===== src/rtl/fifo_arb_pkg.sv =====
// Shared definitions for the FIFO write-port arbiter: FSM encoding and
// the width helper used to size the source-ID field.
package fifo_arb_pkg;

   typedef enum logic {
      ST_IDLE = 1'b0,
      ST_LOCK = 1'b1
   } arb_state_e;

   // Ceiling log2, usable in constant (parameter) expressions.
   function automatic int unsigned clog2(input int unsigned n);
      int unsigned r;
      r = 0;
      while ((32'd1 << r) < n) r = r + 1;
      return r;
   endfunction

endpackage


===== src/rtl/rr_arbiter.sv =====
// Combinational round-robin pick: returns a one-hot grant for the first
// set request at or above i_ptr, wrapping to the lowest set request.
module rr_arbiter
   import fifo_arb_pkg::*;
#(
   parameter int unsigned N     = 4,
   parameter int unsigned PTR_W = clog2(N)
) (
   input  logic [N-1:0]     i_req,
   input  logic [PTR_W-1:0] i_ptr,
   output logic [N-1:0]     o_gnt
);

   logic [N-1:0]   w_mask;
   logic [2*N-1:0] w_dbl;
   logic [2*N-1:0] w_pick;

   always_comb begin
      w_mask = '0;
      for (int unsigned i = 0; i < N; i++) begin
         w_mask[i] = (PTR_W'(i) >= i_ptr);
      end
   end

   // Low half holds requests at/above the pointer, high half the full vector;
   // the lowest set bit of the double-width word is the wrapped winner.
   assign w_dbl  = {i_req, i_req & w_mask};
   assign w_pick = w_dbl & (~w_dbl + (2*N)'(1));
   assign o_gnt  = w_pick[N-1:0] | w_pick[2*N-1:N];

endmodule


===== src/rtl/fifo_wr_arb.sv =====
// Round-robin packet arbiter in front of a FIFO write port. The granted
// producer owns the port until its last beat, and each word carries its ID.
module fifo_wr_arb
   import fifo_arb_pkg::*;
#(
   parameter  int unsigned N_REQ      = 4,
   parameter  int unsigned DATA_WIDTH = 8,
   localparam int unsigned ID_W       = clog2(N_REQ)
) (
   input  logic                        clk,
   input  logic                        rst_n,
   input  logic [N_REQ-1:0]            req_valid,
   input  logic [N_REQ-1:0]            req_last,
   input  logic [N_REQ*DATA_WIDTH-1:0] req_data,
   output logic [N_REQ-1:0]            req_ready,
   output logic [N_REQ-1:0]            grant,
   output logic                        busy,
   output logic [ID_W+DATA_WIDTH-1:0]  fifo_din,
   output logic                        fifo_wr_en,
   input  logic                        fifo_full
);

   arb_state_e            r_state, w_state_nxt;
   logic [ID_W-1:0]       r_owner, w_owner_nxt;
   logic [ID_W-1:0]       r_rr_ptr, w_rr_ptr_nxt;
   logic [N_REQ-1:0]      r_grant, w_grant_nxt;
   logic [N_REQ-1:0]      w_pick;
   logic [ID_W-1:0]       w_pick_idx;
   logic                  w_owner_valid;
   logic                  w_owner_last;
   logic [DATA_WIDTH-1:0] w_owner_data;

   rr_arbiter #(
      .N     (N_REQ),
      .PTR_W (ID_W)
   ) u_rr_arbiter (
      .i_req (req_valid),
      .i_ptr (r_rr_ptr),
      .o_gnt (w_pick)
   );

   always_comb begin
      w_pick_idx    = '0;
      w_owner_valid = 1'b0;
      w_owner_last  = 1'b0;
      w_owner_data  = '0;
      for (int unsigned i = 0; i < N_REQ; i++) begin
         if (w_pick[i]) w_pick_idx = ID_W'(i);
         if (ID_W'(i) == r_owner) begin
            w_owner_valid = req_valid[i];
            w_owner_last  = req_last[i];
            w_owner_data  = req_data[i*DATA_WIDTH +: DATA_WIDTH];
         end
      end
   end

   assign busy  = (r_state == ST_LOCK);
   assign grant = r_grant;

   // Ready depends only on registered ownership and fifo_full, never on valid.
   always_comb begin
      req_ready  = '0;
      fifo_wr_en = 1'b0;
      fifo_din   = '0;
      if (busy) begin
         req_ready  = r_grant & {N_REQ{~fifo_full}};
         fifo_wr_en = w_owner_valid & ~fifo_full;
         fifo_din   = {r_owner, w_owner_data};
      end
   end

   always_comb begin
      w_state_nxt  = r_state;
      w_owner_nxt  = r_owner;
      w_rr_ptr_nxt = r_rr_ptr;
      w_grant_nxt  = r_grant;
      case (r_state)
         ST_IDLE: begin
            if ((|req_valid) && !fifo_full) begin
               w_state_nxt = ST_LOCK;
               w_owner_nxt = w_pick_idx;
               w_grant_nxt = w_pick;
            end
         end
         ST_LOCK: begin
            if (fifo_wr_en && w_owner_last) begin
               w_state_nxt  = ST_IDLE;
               w_grant_nxt  = '0;
               w_rr_ptr_nxt = (r_owner == ID_W'(N_REQ - 1)) ? '0 : r_owner + ID_W'(1);
            end
         end
         default: w_state_nxt = ST_IDLE;
      endcase
   end

   always_ff @(posedge clk or negedge rst_n) begin
      if (!rst_n) begin
         r_state  <= ST_IDLE;
         r_owner  <= '0;
         r_rr_ptr <= '0;
         r_grant  <= '0;
      end else begin
         r_state  <= w_state_nxt;
         r_owner  <= w_owner_nxt;
         r_rr_ptr <= w_rr_ptr_nxt;
         r_grant  <= w_grant_nxt;
      end
   end

endmodule


===== config.mk =====
export PLATFORM = sky130hd
export DESIGN_NAME = fifo_wr_arb
export DESIGN_NICKNAME = d
export VERILOG_FILES = /design/src/rtl/fifo_arb_pkg.sv /design/src/rtl/rr_arbiter.sv /design/src/rtl/fifo_wr_arb.sv
export SDC_FILE = /design/constraint.sdc
export NUM_CORES = 1
export LEC_CHECK = 0
export BUFFER_PORTS_ARGS = -buffer_cell sky130_fd_sc_hd__buf_2
export CORE_ASPECT_RATIO = 0.75
export CORE_MARGIN = 2
export CORE_UTILIZATION = 30
export DETAILED_ROUTE_END_ITERATION = 8
export GPL_ROUTABILITY_DRIVEN = 1
export GPL_TIMING_DRIVEN = 0
export PLACE_DENSITY = 0.65
export SYNTH_ARGS = -nofsm -noshare
export SYNTH_HDL_FRONTEND = slang
export SYNTH_SLANG_ARGS = --single-unit
export TNS_END_PERCENT = 1

===== constraint.sdc =====
create_clock -name clk -period 5.1 [get_ports clk]
set_input_delay 0.51 -clock clk [delete_from_list [all_inputs] [get_ports clk]]
set_output_delay 0.51 -clock clk [all_outputs]
set_load 0.01 [all_outputs]

==> metrics.md, run 1 <==
| Metric | Value |
|---|---|
| Status | `finished, final reports clean` |
| Post-CTS Hold Buffers | `0` |
| Most frequent cells in the layout | `buf_2 (63), nand2_1 (11), o211ai_1 (11)` |
| Min cycle time layout | `around 2.6 ns` |
| Routability cong. | `between 0.7 and 0.8` |
| Startpoint types | `flip-flop` |
| Largest family of logic cells by synthesized area | `compound AO/OA/AOI/OAI gates` |
| Top cells by area, synth | `dfrtp_1 (22%), o211ai_1 (8.2%), a221o_1 (7.0%)` |
| # resized after CTS | `0` |
| Grt ovf | `0` |
| Synth Area in Compound Gates | `between 30% and 40%` |
| Mux contribution to synthesized area | `under 10%` |
| Primary FF master, synth | `dfrtp_1` |
| Post-Synth XOR/XNOR Area | `0%` |
| Worst-path cell chain | `inv_1, ha_1, nor2b_1, clkbuf_1, a221o_1, o211ai_1, a21boi_1, buf_2` |
| Vias in the first global route | `991` |
| Core area | `3240 µm²` |
| Area grow syn2layout | `40.4%` |
| Max cap viols | `0` |
| Ports | `63` |
| Synth async-reset ratio | `100%` |
| Total die area | `around 3800 µm²` |
| Vias per Instance | `4.90` |
| Worst-Margin Slew | `slightly below 0.6 ns` |
| Post-synth EDFFs | `0` |
| Post-layout instance area | `1410 µm²` |
| IO buf count | `62` |
| Initial Util | `between 30% and 40%` |
| Post-DP Area | `between 1000 and 1500 µm²` |
| Leakage | `0.000694 µW` |
| Worst-case reg-to-reg path depth | `7` |
| Synth top area share | `between 20% and 30%` |
| Hpwl dp | `between 2 and 2.5 mm` |
| R2R Setup Slk | `around 3.1 ns` |
| Die Span Y | `approximately 54 µm` |
| Tot GR Track Use | `15.1%` |
| Hold WC Path Type | `in -> async` |
| Worst setup EP type | `primary output` |
| Worst-case clock buffer depth | `2` |
| Initial antenna violation count | `0` |
| CTS root buffer | `clkbuf_8` |
| Routed Antenna Nets | `0` |
| Fin. Hold Viols | `0` |
| Synth Area per Inst | `between 8 and 9 µm²` |
| Nets | `roughly 230` |
| Most common cell after layout, fill and taps aside | `buf_2` |
| Fillers | `roughly 360` |
| Distinct cells, synth | `38` |
| CP required | `~4.6 ns` |
| Syn_nets | `162` |
| Worst Path Arrival | `around 2.1 ns` |
| Vias after detailed routing | `roughly 1100` |
| Post-DR wirelength/cell | `13.3 µm` |
| Area share of and/or/nand/nor cells after synthesis | `roughly a fifth` |
| Clock Pin Slew Worst Setup and Hold Paths | `0.05 ns` |
| Synthesized netlist cell count | `~120` |
| Slew margin rel. | `61.2%` |
| 1st-iter DRT viols | `between 60 and 70` |
| TritonCTS Sinks | `9` |
| Residual DRC | `0` |
| Kind of critical path | `reg -> out` |
| DRT Wirelength | `a little under 3 mm` |
| Power per cell area | `approximately 600 nW/µm²` |
| VDD IR max | `275 µV` |
| RSZ-0062 raised after global routing | `no` |
| # diodes | `0` |
| H-tree Lvls | `1` |
| Flops & latches, synth | `9` |
| Fraction of layout cells with a size suffix above 1 | `between 40% and 50%` |
| Maximum fanout along the worst path | `7` |
| Post-synth design cell area | `between 1000 and 1500 µm²` |
| Pin count of the biggest net entering global routing | `11` |
| First-pass GRT wire length | `roughly 4.6 mm` |
| Drt pass-1 iters | `4` |
| Final core occ | `approximately 43%` |
| Adder-cell share of the synthesized area | `about 5.0%` |
| Crit path largest cell delay | `roughly 0.43 ns` |
| Max-slew violation total from the final report | `0` |
| Total negative slack | `0 ns` |
| Setup Skew | `~0.0028 ns` |
| # setup viols final | `0` |
| YS warnings | `0` |
| Peak Freq | `about 390 MHz` |
| Yosys top cell by area | `dfrtp_1` |
| Critical path's slowest cell | `dfrtp_1` |
| Later-pin clock latency in the skew report | `0.23 ns` |
| Core Rows | `18` |
| TritonCTS buffer count | `3` |
| Post-CTS setup repair buffer count | `0` |
| Sequential cell area fraction in the yosys report | `between 20 and 25%` |
| Crit share post-route | `50.6%` |
| Die Wd | `70.7 µm` |
| CTS tree | `done` |
-- critical path: cells and delay by family, from the launching register on --
family	cells	cell delay [ns]
and+or+nand+nor	1	0.14
adders and majority gates	1	0.24
DFF	1	0.43
AOI/OAI and AO/OA	3	0.61
buffers and inverters	3	0.41
-- metrics by stage --
stage	instances	setup WS, ns	power (µW)	hold slack, ns
6_report	221	2.52	844	0.121
5_1_grt	221	2.41	917	0.132
4_1_cts	221	2.55	844	0.128
3_5_place_dp	217	2.80	758	0.369
3_3_place_gp	217	2.80	758	0.369
2_1_floorplan	115	3.10	576	0.214
-- power breakdown --
part           switching, µW  internal [µW]  total [µW]  leakage, µW
sequential              37.0            103         140     0.000113
clock                   26.8           54.4        81.2    0.0000228
combinational            340            282         622     0.000559
-- cell usage after synthesis, drive strengths merged, types with 3 or more instances --
master,number
nand2b,4
clkbuf,4
mux2,5
dfrtp,9
and2,7
o21ai,3
nor2,5
a211oi,3
a21boi,8
ha,4
a21oi,4
o211ai,11
nand2,11
a221o,7
nor3,4
inv,8
-- final cells by class --
| class | instances | area [µm²] | share of cell area, % |
|---|---|---|---|
| clock buffers | 4 | 45.0 | 3.20 |
| repair buffers | 62 | 310 | 22.0 |
| plain buffers | 6 | 27.5 | 1.96 |
| flip-flops and latches | 9 | 225 | 16.0 |
| inverters | 8 | 30.0 | 2.13 |
| well taps | 40 | 50.0 | 3.56 |
| multi-input cells | 92 | 719 | 51.1 |
-- state kept, by name (all words and copies together) (netlist names) --
| register | count |
|---|---|
| busy | 1 |
| grant | 4 |
| r_owner | 2 |
| r_rr_ptr | 2 |
-- path summary, 6_finish.rpt --
path                                   startpoint                   end
setup / recovery           r_owner[0]$_DFFE_PN0P_           fifo_din[5]
hold / removal                              rst_n        busy$_DFF_PN0_
setup reg to reg           r_owner[0]$_DFFE_PN0P_  grant[3]$_DFFE_PN0P_
hold reg to reg              grant[2]$_DFFE_PN0P_  grant[2]$_DFFE_PN0P_
max in group asynchronous                   rst_n  grant[0]$_DFFE_PN0P_
min in group clk             grant[2]$_DFFE_PN0P_  grant[2]$_DFFE_PN0P_
-- per-layer routing --
layer / vias up / global-route usage, % / share of wire [%]
met2: 28 / 22.9 / 43
met3: 2 / 2.25 / 4.4
met1: 491 / 23.0 / 52
met4: 0 / 1.89 / 0.41
li1: 562 / - / -
met5: - / 0 / 0
-- cells by family after synthesis --
| family | count (synthesis) |
|---|---|
| AOI/OAI and AO/OA | 45 |
| and+or+nand+nor | 38 |
| muxes | 5 |
| DFF | 9 |
| buffers and inverters | 14 |
| adders and majority gates | 4 |
(Power assumes the default switching activity.)
==> run 2: changes to the inputs <==
==> constraint.sdc (replaced) <==
create_clock -name clk -period 2.7 [get_ports clk]
set_input_delay 0.27 -clock clk [delete_from_list [all_inputs] [get_ports clk]]
set_output_delay 0.27 -clock clk [all_outputs]
set_load 0.01 [all_outputs]
==> run 2 against run 1 <==
  * Core utilization is 0.31 points higher
  * Power grew 89%
  * Sequential share of layout area down 0.11 points
==> metrics.md, run 2 (synthesis results as in run 1) <==
| Metric | Value |
|---|---|
| Fraction of layout cells with a size suffix above 1 | `44.5% (was 44.8%)` |
| Max cap viols | `0 (unchanged)` |
| Kind of critical path | `reg -> out (unchanged)` |
| Vias per Instance | `4.92 (was 4.90)` |
| Final core occ | `43.7% (was 43.4%)` |
| Post-DR wirelength/cell | `13.3 µm (about the same)` |
| TritonCTS Sinks | `9 (unchanged)` |
| P_int | `832 µW (was 440 µW)` |
| Slew margin rel. | `59.9% (was 61.2%)` |
| DRT Wirelength | `2.95 mm (was 2.93 mm)` |
| Post-CTS setup repair buffer count | `0 (unchanged)` |
| Critical path's slowest cell | `dfrtp_1 (unchanged)` |
| Setup Skew | `0.00250 ns (was 0.00283 ns)` |
| Leakage | `0.000698 µW (was 0.000694 µW)` |
| Core Rows | `18 (unchanged)` |
| Worst-path cell chain | `inv_1, ha_1, nor2b_1, clkbuf_1, a221o_1, o211ai_1, a21boi_1, buf_2 (unchanged)` |
| Pin count of the biggest net entering global routing | `11 (unchanged)` |
| Switch share | `47.9% (about the same)` |
| Startpoint types | `flip-flop (unchanged)` |
| Nets | `230 (was 229)` |
| CTS root buffer | `clkbuf_8 (unchanged)` |
| Residual DRC | `0 (unchanged)` |
| Vias in the first global route | `997 (was 991)` |
| M3 GR Usage | `2.25% (unchanged)` |
| Most common cell after layout, fill and taps aside | `buf_2 (unchanged)` |
| Area grow syn2layout | `41.4% (was 40.4%)` |
| Peak Freq | `about 430 MHz` |
| Register area | `225 µm² (unchanged)` |
| WHS | `0.386 ns (was 0.121 ns)` |
| Worst-Margin Slew | `0.598 ns (was 0.579 ns)` |
| RSZ-0062 raised after global routing | `no (unchanged)` |
| Core area | `3240 µm² (unchanged)` |
| Ports | `63 (unchanged)` |
| Hold WC Path Type | `in -> reg (was in -> async)` |
| H-tree Lvls | `1 (unchanged)` |
| CTS tree | `done (unchanged)` |
| Setup WS post-layout | `0.362 ns (was 2.52 ns)` |
| Worst slack, placed | `0.642 ns (was 2.80 ns)` |
| TritonCTS buffer count | `3 (unchanged)` |
| Grt ovf | `0 (unchanged)` |
| Vias after detailed routing | `1093 (was 1083)` |
| CP required | `2.43 ns (was 4.59 ns)` |
| # setup viols final | `0 (unchanged)` |
| First-pass GRT wire length | `4.63 mm (was 4.61 mm)` |
| Post-CTS Hold Buffers | `1 (was 0)` |
| Die Wd | `70.7 µm (unchanged)` |
| Maximum fanout along the worst path | `7 (unchanged)` |
| Routed Antenna Nets | `0 (unchanged)` |
| Clock Pin Slew Worst Setup and Hold Paths | `0.05 ns (about the same)` |
| Max-slew violation total from the final report | `0 (unchanged)` |
| Initial antenna violation count | `0 (unchanged)` |
| # diodes | `0 (unchanged)` |
| Crit path largest cell delay | `0.43 ns (about the same)` |
| IO buf count | `62 (unchanged)` |
| Gate power share | `73.8% (was 73.7%)` |
| Tot GR Track Use | `15.2% (was 15.1%)` |
| Multi-input gate area | `719 µm² (unchanged)` |
| Net switching power | `764 µW (was 404 µW)` |
| Fillers | `354 (was 356)` |
| Min cycle time layout | `around 2.3 ns` |
| Later-pin clock latency in the skew report | `0.23 ns (about the same)` |
| Worst Path Arrival | `2.07 ns (about the same)` |
| Most frequent cells in the layout | `buf_2 (63), nand2_1 (11), o211ai_1 (11) (unchanged)` |
| Die Span Y | `54.1 µm (unchanged)` |
| Busiest metal layer after global routing | `met2 (was met1)` |
| Power per cell area | `1130 nW/µm² (was 600 nW/µm²)` |
| # resized after CTS | `0 (unchanged)` |
| Met2 usage | `23.2% (was 22.9%)` |
| Total die area | `3820 µm² (unchanged)` |
| VDD IR max | `519 µV (was 275 µV)` |
| Status | `finished, final reports clean (unchanged)` |
| Clock network power share | `9.6% (about the same)` |
| Crit share post-route | `between 80 and 90%` |
| Sequential power share | `16.6% (about the same)` |
| Worst-case clock buffer depth | `2 (unchanged)` |
| Initial Util | `30.9% (unchanged)` |
| Routability cong. | `0.778 (unchanged)` |
| Drt pass-1 iters | `4 (unchanged)` |
| Total negative slack | `0 ns (unchanged)` |
| Worst setup EP type | `primary output (unchanged)` |
| 1st-iter DRT viols | `78 (was 63)` |
| Fin. Hold Viols | `0 (unchanged)` |
| Met1 Use GR | `23.0% (unchanged)` |
| Max reg flops | `4 (unchanged)` |
| Hpwl dp | `2.42 mm (unchanged)` |
## run 2: changes by cell type in the layout (fill, tap and decap cells not counted)
cell           change
dlygate4sd3_1      +1
## run 2: critical path: cells and delay by family (launching register included)
kind / cells / cell delay (ns)
fa+ha+maj: 1 / 0.25
compound gates: 3 / 0.61
buf+inv: 3 / 0.41
flops: 1 / 0.43
simple gates: 1 / 0.14
## run 2: stage by stage
stage	instance area (µm²)	instances	power, µW
2_1_floorplan	1000	115	1090
3_3_place_gp	1360	217	1430
3_5_place_dp	1360	217	1430
4_1_cts	1420	222	1600
5_1_grt	1420	222	1730
6_report	1420	222	1600
## run 2: power by group through the flow
stage          clock [µW]  sequential (µW)  combinational (µW)
4_1_cts               155              267                1170
2_1_floorplan           0              264                 823
6_report              153              265                1180
3_5_place_dp            0              268                1160
5_1_grt               160              279                1290
3_3_place_gp            0              268                1160
## run 2: metal layers
layer,share of wire (%),vias up
met5,0,-
met2,44,22
met1,52,507
met3,3.7,0
li1,-,564
met4,0,0
## run 2: area by class of cell
type,count,share of cell area [%]
sequential,9,15.9
clock buffer,4,3.18
timing repair buffer,63,22.6
buffer,6,1.94
multi-input combinational,92,50.8
tap,40,3.53
inverter,8,2.12
## run 2: path summary, 6_finish.rpt
path                                              from                      end  slack (ns)  depth (start not counted)
worst min register to register    grant[2]$_DFFE_PN0P_     grant[2]$_DFFE_PN0P_        0.52                          1
min in group asynchronous                        rst_n  r_rr_ptr[1]$_DFFE_PN0P_        0.43                          2
worst max register to register  r_owner[0]$_DFFE_PN0P_     grant[3]$_DFFE_PN0P_        0.67                          7
worst min-delay path                      req_valid[0]     grant[0]$_DFFE_PN0P_        0.39                          3
worst max-delay path            r_owner[0]$_DFFE_PN0P_              fifo_din[5]        0.36                          8
max in group asynchronous                        rst_n     grant[0]$_DFFE_PN0P_        2.10                          2
